==> src/rtl/systolic_array_ctrl_if.sv <==
// Host-side streams of the systolic array job sequencer.
// cfg: job weights/len, in: input vectors, out: aligned results.
interface systolic_array_ctrl_if #(
  parameter int DATA_WIDTH = 8,
  parameter int LEN_WIDTH  = 5
);
  logic                  cfg_valid;
  logic                  cfg_ready;
  logic [DATA_WIDTH-1:0] cfg_w00;
  logic [DATA_WIDTH-1:0] cfg_w01;
  logic [DATA_WIDTH-1:0] cfg_w10;
  logic [DATA_WIDTH-1:0] cfg_w11;
  logic [LEN_WIDTH-1:0]  cfg_len;
  logic                  in_valid;
  logic                  in_ready;
  logic [DATA_WIDTH-1:0] in_x0;
  logic [DATA_WIDTH-1:0] in_x1;
  logic                  out_valid;
  logic [DATA_WIDTH-1:0] out_y0;
  logic [DATA_WIDTH-1:0] out_y1;

  modport master (
    output cfg_valid, cfg_w00, cfg_w01,
    output cfg_w10, cfg_w11, cfg_len,
    output in_valid, in_x0, in_x1,
    input  cfg_ready, in_ready,
    input  out_valid, out_y0, out_y1
  );

  modport slave (
    input  cfg_valid, cfg_w00, cfg_w01,
    input  cfg_w10, cfg_w11, cfg_len,
    input  in_valid, in_x0, in_x1,
    output cfg_ready, in_ready,
    output out_valid, out_y0, out_y1
  );
endinterface

==> src/rtl/systolic_array_ctrl.sv <==
// Job sequencer for a 2x2 weight-stationary systolic array.
// Ports: clk/reset, host (cfg/in/out streams), arr_* array pins, busy, done.
module systolic_array_ctrl #(
  parameter int DATA_WIDTH = 8,
  parameter int LEN_WIDTH  = 5
) (
  input  logic                  clk,
  input  logic                  reset,
  systolic_array_ctrl_if.slave  host,
  output logic                  arr_load_weights,
  output logic                  arr_start,
  output logic [DATA_WIDTH-1:0] arr_w00,
  output logic [DATA_WIDTH-1:0] arr_w01,
  output logic [DATA_WIDTH-1:0] arr_w10,
  output logic [DATA_WIDTH-1:0] arr_w11,
  output logic [DATA_WIDTH-1:0] arr_x0,
  output logic [DATA_WIDTH-1:0] arr_x1,
  input  logic [DATA_WIDTH-1:0] arr_y0,
  input  logic [DATA_WIDTH-1:0] arr_y1,
  output logic                  busy,
  output logic                  done
);

  typedef enum logic [2:0] {
    S_IDLE,
    S_LOAD,
    S_STREAM,
    S_DRAIN,
    S_DONE
  } state_t;

  state_t state, state_n;

  logic                  cfg_ready;
  logic                  in_ready;
  logic                  cfg_hs;
  logic                  in_hs;
  logic [LEN_WIDTH-1:0]  len_q;
  logic [LEN_WIDTH-1:0]  cnt;
  logic [LEN_WIDTH-1:0]  cnt_inc;
  logic [DATA_WIDTH-1:0] x1_d;
  logic [3:0]            tag;
  logic [DATA_WIDTH-1:0] hold_y0;
  logic                  out_valid;
  logic [DATA_WIDTH-1:0] out_y0;
  logic [DATA_WIDTH-1:0] out_y1;

  assign cfg_hs  = host.cfg_valid & cfg_ready;
  assign in_hs   = host.in_valid & in_ready;
  assign cnt_inc = cnt + 1'b1;

  assign host.cfg_ready = cfg_ready;
  assign host.in_ready  = in_ready;
  assign host.out_valid = out_valid;
  assign host.out_y0    = out_y0;
  assign host.out_y1    = out_y1;

  always_ff @(posedge clk) begin
    if (reset) state <= S_IDLE;
    else       state <= state_n;
  end

  always_comb begin
    state_n          = state;
    cfg_ready        = 1'b0;
    in_ready         = 1'b0;
    arr_load_weights = 1'b0;
    arr_start        = 1'b0;
    busy             = 1'b1;
    done             = 1'b0;
    unique case (state)
      S_IDLE: begin
        busy      = 1'b0;
        cfg_ready = 1'b1;
        if (host.cfg_valid) state_n = S_LOAD;
      end
      S_LOAD: begin
        arr_load_weights = 1'b1;
        if (len_q == '0) state_n = S_DONE;
        else             state_n = S_STREAM;
      end
      S_STREAM: begin
        arr_start = 1'b1;
        in_ready  = (cnt < len_q);
        if (in_hs && cnt_inc == len_q)
          state_n = S_DRAIN;
      end
      S_DRAIN: begin
        arr_start = 1'b1;
        // tag[3] feeds out_valid, so an empty
        // pipe means the last beat is out now.
        if (tag == '0) state_n = S_DONE;
      end
      S_DONE: begin
        done    = 1'b1;
        state_n = S_IDLE;
      end
      default: state_n = S_IDLE;
    endcase
  end

  always_ff @(posedge clk) begin
    if (reset) begin
      len_q   <= '0;
      cnt     <= '0;
      arr_w00 <= '0;
      arr_w01 <= '0;
      arr_w10 <= '0;
      arr_w11 <= '0;
    end else begin
      if (cfg_hs) begin
        len_q   <= host.cfg_len;
        cnt     <= '0;
        arr_w00 <= host.cfg_w00;
        arr_w01 <= host.cfg_w01;
        arr_w10 <= host.cfg_w10;
        arr_w11 <= host.cfg_w11;
      end else if (in_hs) begin
        cnt <= cnt_inc;
      end
    end
  end

  // Row skew: x1 trails x0 by one slot.
  // Bubbles push zeros and a 0 tag.
  always_ff @(posedge clk) begin
    if (reset) begin
      arr_x0 <= '0;
      x1_d   <= '0;
      arr_x1 <= '0;
      tag    <= '0;
    end else begin
      arr_x0 <= in_hs ? host.in_x0 : '0;
      x1_d   <= in_hs ? host.in_x1 : '0;
      arr_x1 <= x1_d;
      tag    <= {tag[2:0], in_hs};
    end
  end

  // De-skew: y0 is ready one cycle before y1.
  always_ff @(posedge clk) begin
    if (reset) begin
      hold_y0   <= '0;
      out_valid <= 1'b0;
      out_y0    <= '0;
      out_y1    <= '0;
    end else begin
      if (tag[2]) hold_y0 <= arr_y0;
      out_valid <= tag[3];
      if (tag[3]) begin
        out_y0 <= hold_y0;
        out_y1 <= arr_y1;
      end
    end
  end

endmodule

==> src/flat_wrapper.sv <==
// flat-port wrapper written by rule: the top's interface ports become plain ports
module systolic_array_ctrl_flat 
#(
  parameter int DATA_WIDTH = 8,
  parameter int LEN_WIDTH  = 5
)
  (clk, reset, arr_load_weights, arr_start, arr_w00, arr_w01, arr_w10, arr_w11, arr_x0, arr_x1, arr_y0, arr_y1, busy, done, host_cfg_valid, host_cfg_w00, host_cfg_w01, host_cfg_w10, host_cfg_w11, host_cfg_len, host_in_valid, host_in_x0, host_in_x1, host_cfg_ready, host_in_ready, host_out_valid, host_out_y0, host_out_y1);
  systolic_array_ctrl_if #(.DATA_WIDTH(DATA_WIDTH), .LEN_WIDTH(LEN_WIDTH)) host_i ();
  input  logic clk;
  input  logic reset;
  output logic arr_load_weights;
  output logic arr_start;
  output logic [DATA_WIDTH-1:0] arr_w00;
  output logic [DATA_WIDTH-1:0] arr_w01;
  output logic [DATA_WIDTH-1:0] arr_w10;
  output logic [DATA_WIDTH-1:0] arr_w11;
  output logic [DATA_WIDTH-1:0] arr_x0;
  output logic [DATA_WIDTH-1:0] arr_x1;
  input  logic [DATA_WIDTH-1:0] arr_y0;
  input  logic [DATA_WIDTH-1:0] arr_y1;
  output logic busy;
  output logic done;
  input wire logic [$bits(host_i.cfg_valid)-1:0] host_cfg_valid;
  input wire logic [$bits(host_i.cfg_w00)-1:0] host_cfg_w00;
  input wire logic [$bits(host_i.cfg_w01)-1:0] host_cfg_w01;
  input wire logic [$bits(host_i.cfg_w10)-1:0] host_cfg_w10;
  input wire logic [$bits(host_i.cfg_w11)-1:0] host_cfg_w11;
  input wire logic [$bits(host_i.cfg_len)-1:0] host_cfg_len;
  input wire logic [$bits(host_i.in_valid)-1:0] host_in_valid;
  input wire logic [$bits(host_i.in_x0)-1:0] host_in_x0;
  input wire logic [$bits(host_i.in_x1)-1:0] host_in_x1;
  output wire logic [$bits(host_i.cfg_ready)-1:0] host_cfg_ready;
  output wire logic [$bits(host_i.in_ready)-1:0] host_in_ready;
  output wire logic [$bits(host_i.out_valid)-1:0] host_out_valid;
  output wire logic [$bits(host_i.out_y0)-1:0] host_out_y0;
  output wire logic [$bits(host_i.out_y1)-1:0] host_out_y1;
  assign host_i.cfg_valid = host_cfg_valid;
  assign host_i.cfg_w00 = host_cfg_w00;
  assign host_i.cfg_w01 = host_cfg_w01;
  assign host_i.cfg_w10 = host_cfg_w10;
  assign host_i.cfg_w11 = host_cfg_w11;
  assign host_i.cfg_len = host_cfg_len;
  assign host_i.in_valid = host_in_valid;
  assign host_i.in_x0 = host_in_x0;
  assign host_i.in_x1 = host_in_x1;
  assign host_cfg_ready = host_i.cfg_ready;
  assign host_in_ready = host_i.in_ready;
  assign host_out_valid = host_i.out_valid;
  assign host_out_y0 = host_i.out_y0;
  assign host_out_y1 = host_i.out_y1;
  systolic_array_ctrl #(.DATA_WIDTH(DATA_WIDTH), .LEN_WIDTH(LEN_WIDTH)) u_core (.clk(clk), .reset(reset), .host(host_i), .arr_load_weights(arr_load_weights), .arr_start(arr_start), .arr_w00(arr_w00), .arr_w01(arr_w01), .arr_w10(arr_w10), .arr_w11(arr_w11), .arr_x0(arr_x0), .arr_x1(arr_x1), .arr_y0(arr_y0), .arr_y1(arr_y1), .busy(busy), .done(done));
endmodule
==> config.mk <==
export PLATFORM = sky130hd
export DESIGN_NAME = systolic_array_ctrl_flat
export DESIGN_NICKNAME = d
export VERILOG_FILES = /design/src/rtl/systolic_array_ctrl_if.sv /design/src/rtl/systolic_array_ctrl.sv /design/src/flat_wrapper.sv
export SDC_FILE = /design/constraint.sdc
export NUM_CORES = 1
export LEC_CHECK = 0
export ABC_AREA = 1
export CAP_MARGIN = 10
export CORE_ASPECT_RATIO = 0.9
export CORE_MARGIN = 4
export CORE_UTILIZATION = 39
export DETAILED_ROUTE_END_ITERATION = 12
export GPL_ROUTABILITY_DRIVEN = 0
export PLACE_DENSITY = 0.76
export SLEW_MARGIN = 20
export SYNTH_ARGS = -nofsm -noshare
export SYNTH_HDL_FRONTEND = slang
export SYNTH_SLANG_ARGS = --single-unit
==> constraint.sdc <==
create_clock -name clk -period 1.8 [get_ports clk]
set_input_delay 0.36 -clock clk [delete_from_list [all_inputs] [get_ports clk]]
set_output_delay 0.36 -clock clk [all_outputs]
set_load 0.02 [all_outputs]
==> Word level (Yosys, flattened, before mapping) <==
Cells that the tools add are included.
{ "totals": {"reg_bits": 98, "inputBits": 73, "elab_cells": 47, "output_inout_bits": 71} }
{ "classes": {"eq_ne": 8, "n_mux": 11, "n_addsub": 1, "magnitude_cmp": 1, "bitwise": 3, "n_reduce_logical": 8} }
{ "op_table": {"columns": ["op", "count"], "rows": [
  ["2-to-1 mux 3 bit", 4],
  ["case mux 3 bit (4 select lines)", 1],
  ["== test 3 x 2 -> 1 bit (second input constant)", 2],
  ["2-to-1 mux 1 bit", 6],
  ["OR reduction 2 bit", 3],
  ["adder 5 x 1 -> 5 bit (second input constant)", 1],
  ["== test 5 bit", 1],
  ["zero test 5 bit", 1],
  ["< comparator 5 bit", 1],
  ["zero test 4 bit", 1],
  ["!= test 2 x 1 -> 1 bit (second input constant)", 2],
  ["== test 3 x 1 -> 1 bit (second input constant)", 1],
  ["== test 3 bit (second input constant)", 1],
  ["zero test 3 bit", 1],
  ["AND reduction 3 bit", 1],
  ["AND 1 bit", 2],
  ["!= test 2 bit (second input constant)", 1],
  ["logical AND 1 bit", 1],
  ["NOT 1 bit", 1]
]} }

==> Depth between registers and ports, before layout <==
{ "depth": {"depth_word": 6, "ltp_mapped": 12, "mapped_depth_nobuf": 11} }

==> Least setup slack after synthesis <==
No wires, ideal clock.
{ "synth_timing": {"path_type": "register to register", "from": "reg u_core.cnt[3]", "to": "reg u_core.arr_x0[0]", "setup_time_ns": 0.061, "path_slack_ns": 0.143, "required_time_ns": 1.739, "synth_period_minus_slack_ns": 1.657, "arrival_time_ns": 1.596, "n_path_buf": 1, "stages_incl_launch_ff": 12, "cell_sequence": "dfxtp_1 ha_1 nand2_1 inv_1 nand2_1 nand4_2 nor2_4 inv_4 nor2_8 inv_4 buf_12 nor2_4"} }
{ "synth_via": {"elab_chain_len": 5} }
{ "synth_lines": {"columns": ["element", "line", "text"], "rows": [
  ["from (decl)", "systolic_array_ctrl.sv:39", "logic [LEN_WIDTH-1:0] cnt;"],
  ["from (signal assigned)", "systolic_array_ctrl.sv:119", "cnt <= cnt_inc;"],
  ["< comparator 5 bit", "systolic_array_ctrl.sv:84", "in_ready = (cnt < len_q);"],
  ["2-to-1 mux 1 bit", "systolic_array_ctrl.sv:71", "unique case (state)"],
  ["AND 1 bit", "systolic_array_ctrl.sv:49", "assign in_hs = host.in_valid & in_ready;"],
  ["NOT 1 bit (no line)", null, null],
  ["OR reduction 2 bit (no line)", null, null],
  ["to (signal assigned)", "systolic_array_ctrl.sv:133", "arr_x0 <= in_hs ? host.in_x0 : '0;"],
  ["to (decl)", "systolic_array_ctrl.sv:16", "output logic [DATA_WIDTH-1:0] arr_x0,"]
]} }
Every way passes these cells.
A chain may end at the register's enable or synchronous reset.

==> Final worst setup path <==
{ "layout_timing": {"from": "reg u_core.len_q[2]", "to": "out host_in_ready"} }
{ "layout_via": {"elab_chain_len": 2} }
{ "layout_lines": {"columns": ["element", "line", "text"], "rows": [
  ["from (decl)", "systolic_array_ctrl.sv:38", "logic [LEN_WIDTH-1:0] len_q;"],
  ["from (signal assigned)", "systolic_array_ctrl.sv:112", "len_q <= host.cfg_len;"],
  ["< comparator 5 bit", "systolic_array_ctrl.sv:84", null],
  ["2-to-1 mux 1 bit", "systolic_array_ctrl.sv:71", null],
  ["to (decl)", "flat_wrapper.sv:33", "output wire logic [$bits(host_i.in_ready)-1:0] host_in_ready;"]
]} }
Every way passes these cells.

==> reports/results.tsv <==
metric	value	unit
status	finished with violations	
failing checks	negative setup slack	
Async SR Flop Fraction	0	%
CTS tree	built	
via count	3480	
CTS Sinks	98	
WS Path Type	reg2out	
Worst setup EP type	primary output	
Final setup viols	1	
Comb power frac	31.5	%
Max H-tree Level	3	
Final Cycle Share	103	%
Placed Area	5370	µm²
Power Internal	0.00375	W
Worst Max-Slew Pin Slew	0.299	ns
Placed Instances	724	
io pins	144	
Die Width	110	µm
unrepaired setup endpoints after global routing	true	
synth warn	0	
Post-Synth XOR/XNOR Area	0.477	%
Max-Cap Viols	0	
Worst Hold Class	in2reg	
endpoints failing hold	0	
P_sw	0.00186	W
fin nets	694	
wire per inst	14.0	µm
largest net degree at the start of global routing	28	
Critical Path RT	1.44	ns
Compound-Gate Fraction of Synth Area	11.0	%
Worst-path clk slew	0.10	ns
DP HPWL	7560	µm
most frequent cells in the layout	136 x clkdlybuf4s50_1, 91 x dfxtp_1, 73 x nor2_1	
drt total wl	10400	µm
Finished Layout Cells	742	
sequential area share after synthesis	53.4	%
root buf cell	clkbuf_8	
Die ar.	11000	µm²
commonest non-fill, non-tap cell in the layout	clkdlybuf4s50_1	
fmax	540	MHz
CP Max Fanout	2	
Lkg Pwr	2.33	nW
Total Power	0.00562	W
Site Rows	33	
EDFF count, synth	0	
post-synthesis adder-cell area fraction	2.04	%
main combinational cell family by area after synthesis	simple AND/OR/NAND/NOR gates	
Post-DRT Antenna Nets	0	
slew margin rel.	79.9	%
Sequential Power Share	43.7	%
crit path launch type	register	
final worst slack	-0.0527	ns
Antenna Cells	0	
initial core utilization	40.0	%
Post-Synthesis Net Count	533	
total global routing overflow	0	
fin util	62.0	%
Synth Register Bits	98	
area of the mapped netlist	3670	µm²
mux cell area share after synthesis	0	%
vias per cell	4.69	
DR DRC count	0	
Final Skew	0.0134	ns
post-layout instance area	5680	µm²
PD cells	989	nW/µm²
clock power share	24.8	%
Max VDD drop	567	µV
share of cells above drive strength 1	14.4	%
fin. max-slew vios	0	
Clock Tree Buf Depth	2	
switch share	33.2	%
Clk Latency, worst-skew pair	0.35	ns
min Tclk post-route	1.85	ns
Chip Height	100	µm
antenna violations before repair	0	
WHS	0.288	ns
Unique masters post-synth	23	
CTS buffer count	9	
top_reg_cell synth	dfxtp_1	
vias in the first global route	3398	
drt pass-1 iters	4	
syn_area_per_cell	8.09	µm²
cells after synthesis	454	
area grow syn2layout	54.7	%
Worst EP arrival	1.49	ns
PortBufs	143	
first-pass GRT wire length	15900	µm
DR iter-0 viols	193	
Synth Area in Simple Gates	25.0	%
CORE AREA	9170	µm²
GR Util All Layers	18.2	%
## synth_stat cells, types with 2 or more instances
master     n  area [µm²]
ha_1       6        75.1
nor2_4    11         124
nand4_1    4        25.0
inv_4      2        12.5
buf_2      4        20.0
clkinv_1   3        11.3
clkbuf_1  13        48.8
a21oi_1   45         225
inv_1     45         169
nand3_1   44         220
nor2_1    74         278
o21ai_0   34         170
nand2_1   58         218
nor3_1     2        10.0
dfxtp_1   98        1960
buf_1      4        15.0
## path summary, 6_finish.rpt
path                   start  slack, ns  cells after the start               end
max          u_core.len_q[2]      -0.05                      8     host_in_ready
min                    reset       0.29                      2     u_core.tag[0]
max reg2reg    u_core.cnt[1]       0.06                     12   u_core.state[0]
min reg2reg   u_core.x1_d[4]       0.41                      2  u_core.arr_x1[4]
## worst max-delay path: stages, from the launching register on
cell and delay, ns:
dfxtp_2 0.34, inv_2 0.05, ha_4 0.26, nand2_2 0.04, nor2_1 0.10, nand2_1 0.08
nand4_2 0.11, inv_2 0.04, buf_6 0.12
## stage by stage
stage / setup TNS [ns] / setup WS, ns
after floorplan: 0 / 0.143
after global placement: -0.163 / -0.163
after detailed placement: -0.196 / -0.185
after CTS: -0.0849 / -0.0849
after global routing: -0.517 / -0.161
final: -0.0527 / -0.0527
## kinds of logic after synthesis
logic type,Yosys count
compound gates,80
fa+ha+maj,6
simple gates,196
xor+xnor,2
flops,98
buf+inv,72
## power by group through the flow
stage | sequential [W] | combinational (W) | clock, W
final | 0.00246 | 0.00177 | 0.00140
after global routing | 0.00248 | 0.00192 | 0.00152
after CTS | 0.00245 | 0.00167 | 0.00143
after detailed placement | 0.00249 | 0.00168 | 0
after global placement | 0.00248 | 0.00165 | 0
after floorplan | 0.00263 | 0.000716 | 0
## per-layer routing
layer  GRT usage [%]  wire (µm)  vias to the layer above
met5               0          0                        -
met4            6.53        145                        0
met3            5.85        754                        9
met2            31.8       5340                       95
met1            20.8       4160                     1609
li1                -          -                     1767
## flip-flops by register name, indices dropped and copies added, names as in the netlist
name,count
u_core.arr_w00,8
u_core.arr_w01,8
u_core.arr_w10,8
u_core.arr_w11,8
u_core.arr_x0,8
u_core.arr_x1,8
u_core.cnt,5
u_core.hold_y0,8
u_core.host.out_valid,1
u_core.host.out_y0,8
u_core.host.out_y1,8
u_core.len_q,5
u_core.state,3
u_core.tag,4
u_core.x1_d,8
## final cells by class
cell class | instances | area, µm²
Fill cell | 822 | 3490
Sequential cell | 98 | 1970
Timing Repair Buffer | 172 | 1680
Multi-Input combinational cell | 284 | 1490
Inverter | 50 | 195
Tap cell | 122 | 153
Clock buffer | 11 | 151
Clock inverter | 5 | 45.0
## what timing repair did
item                       4_1_cts  5_1_grt
hold buffers                     0        0
gates cloned                     0        1
pin swaps                        0        8
buffers inserted                 0        1
resized for setup               24       20
setup endpoints to repair       11       27
No activity file was read; power rests on OpenSTA's default activity.
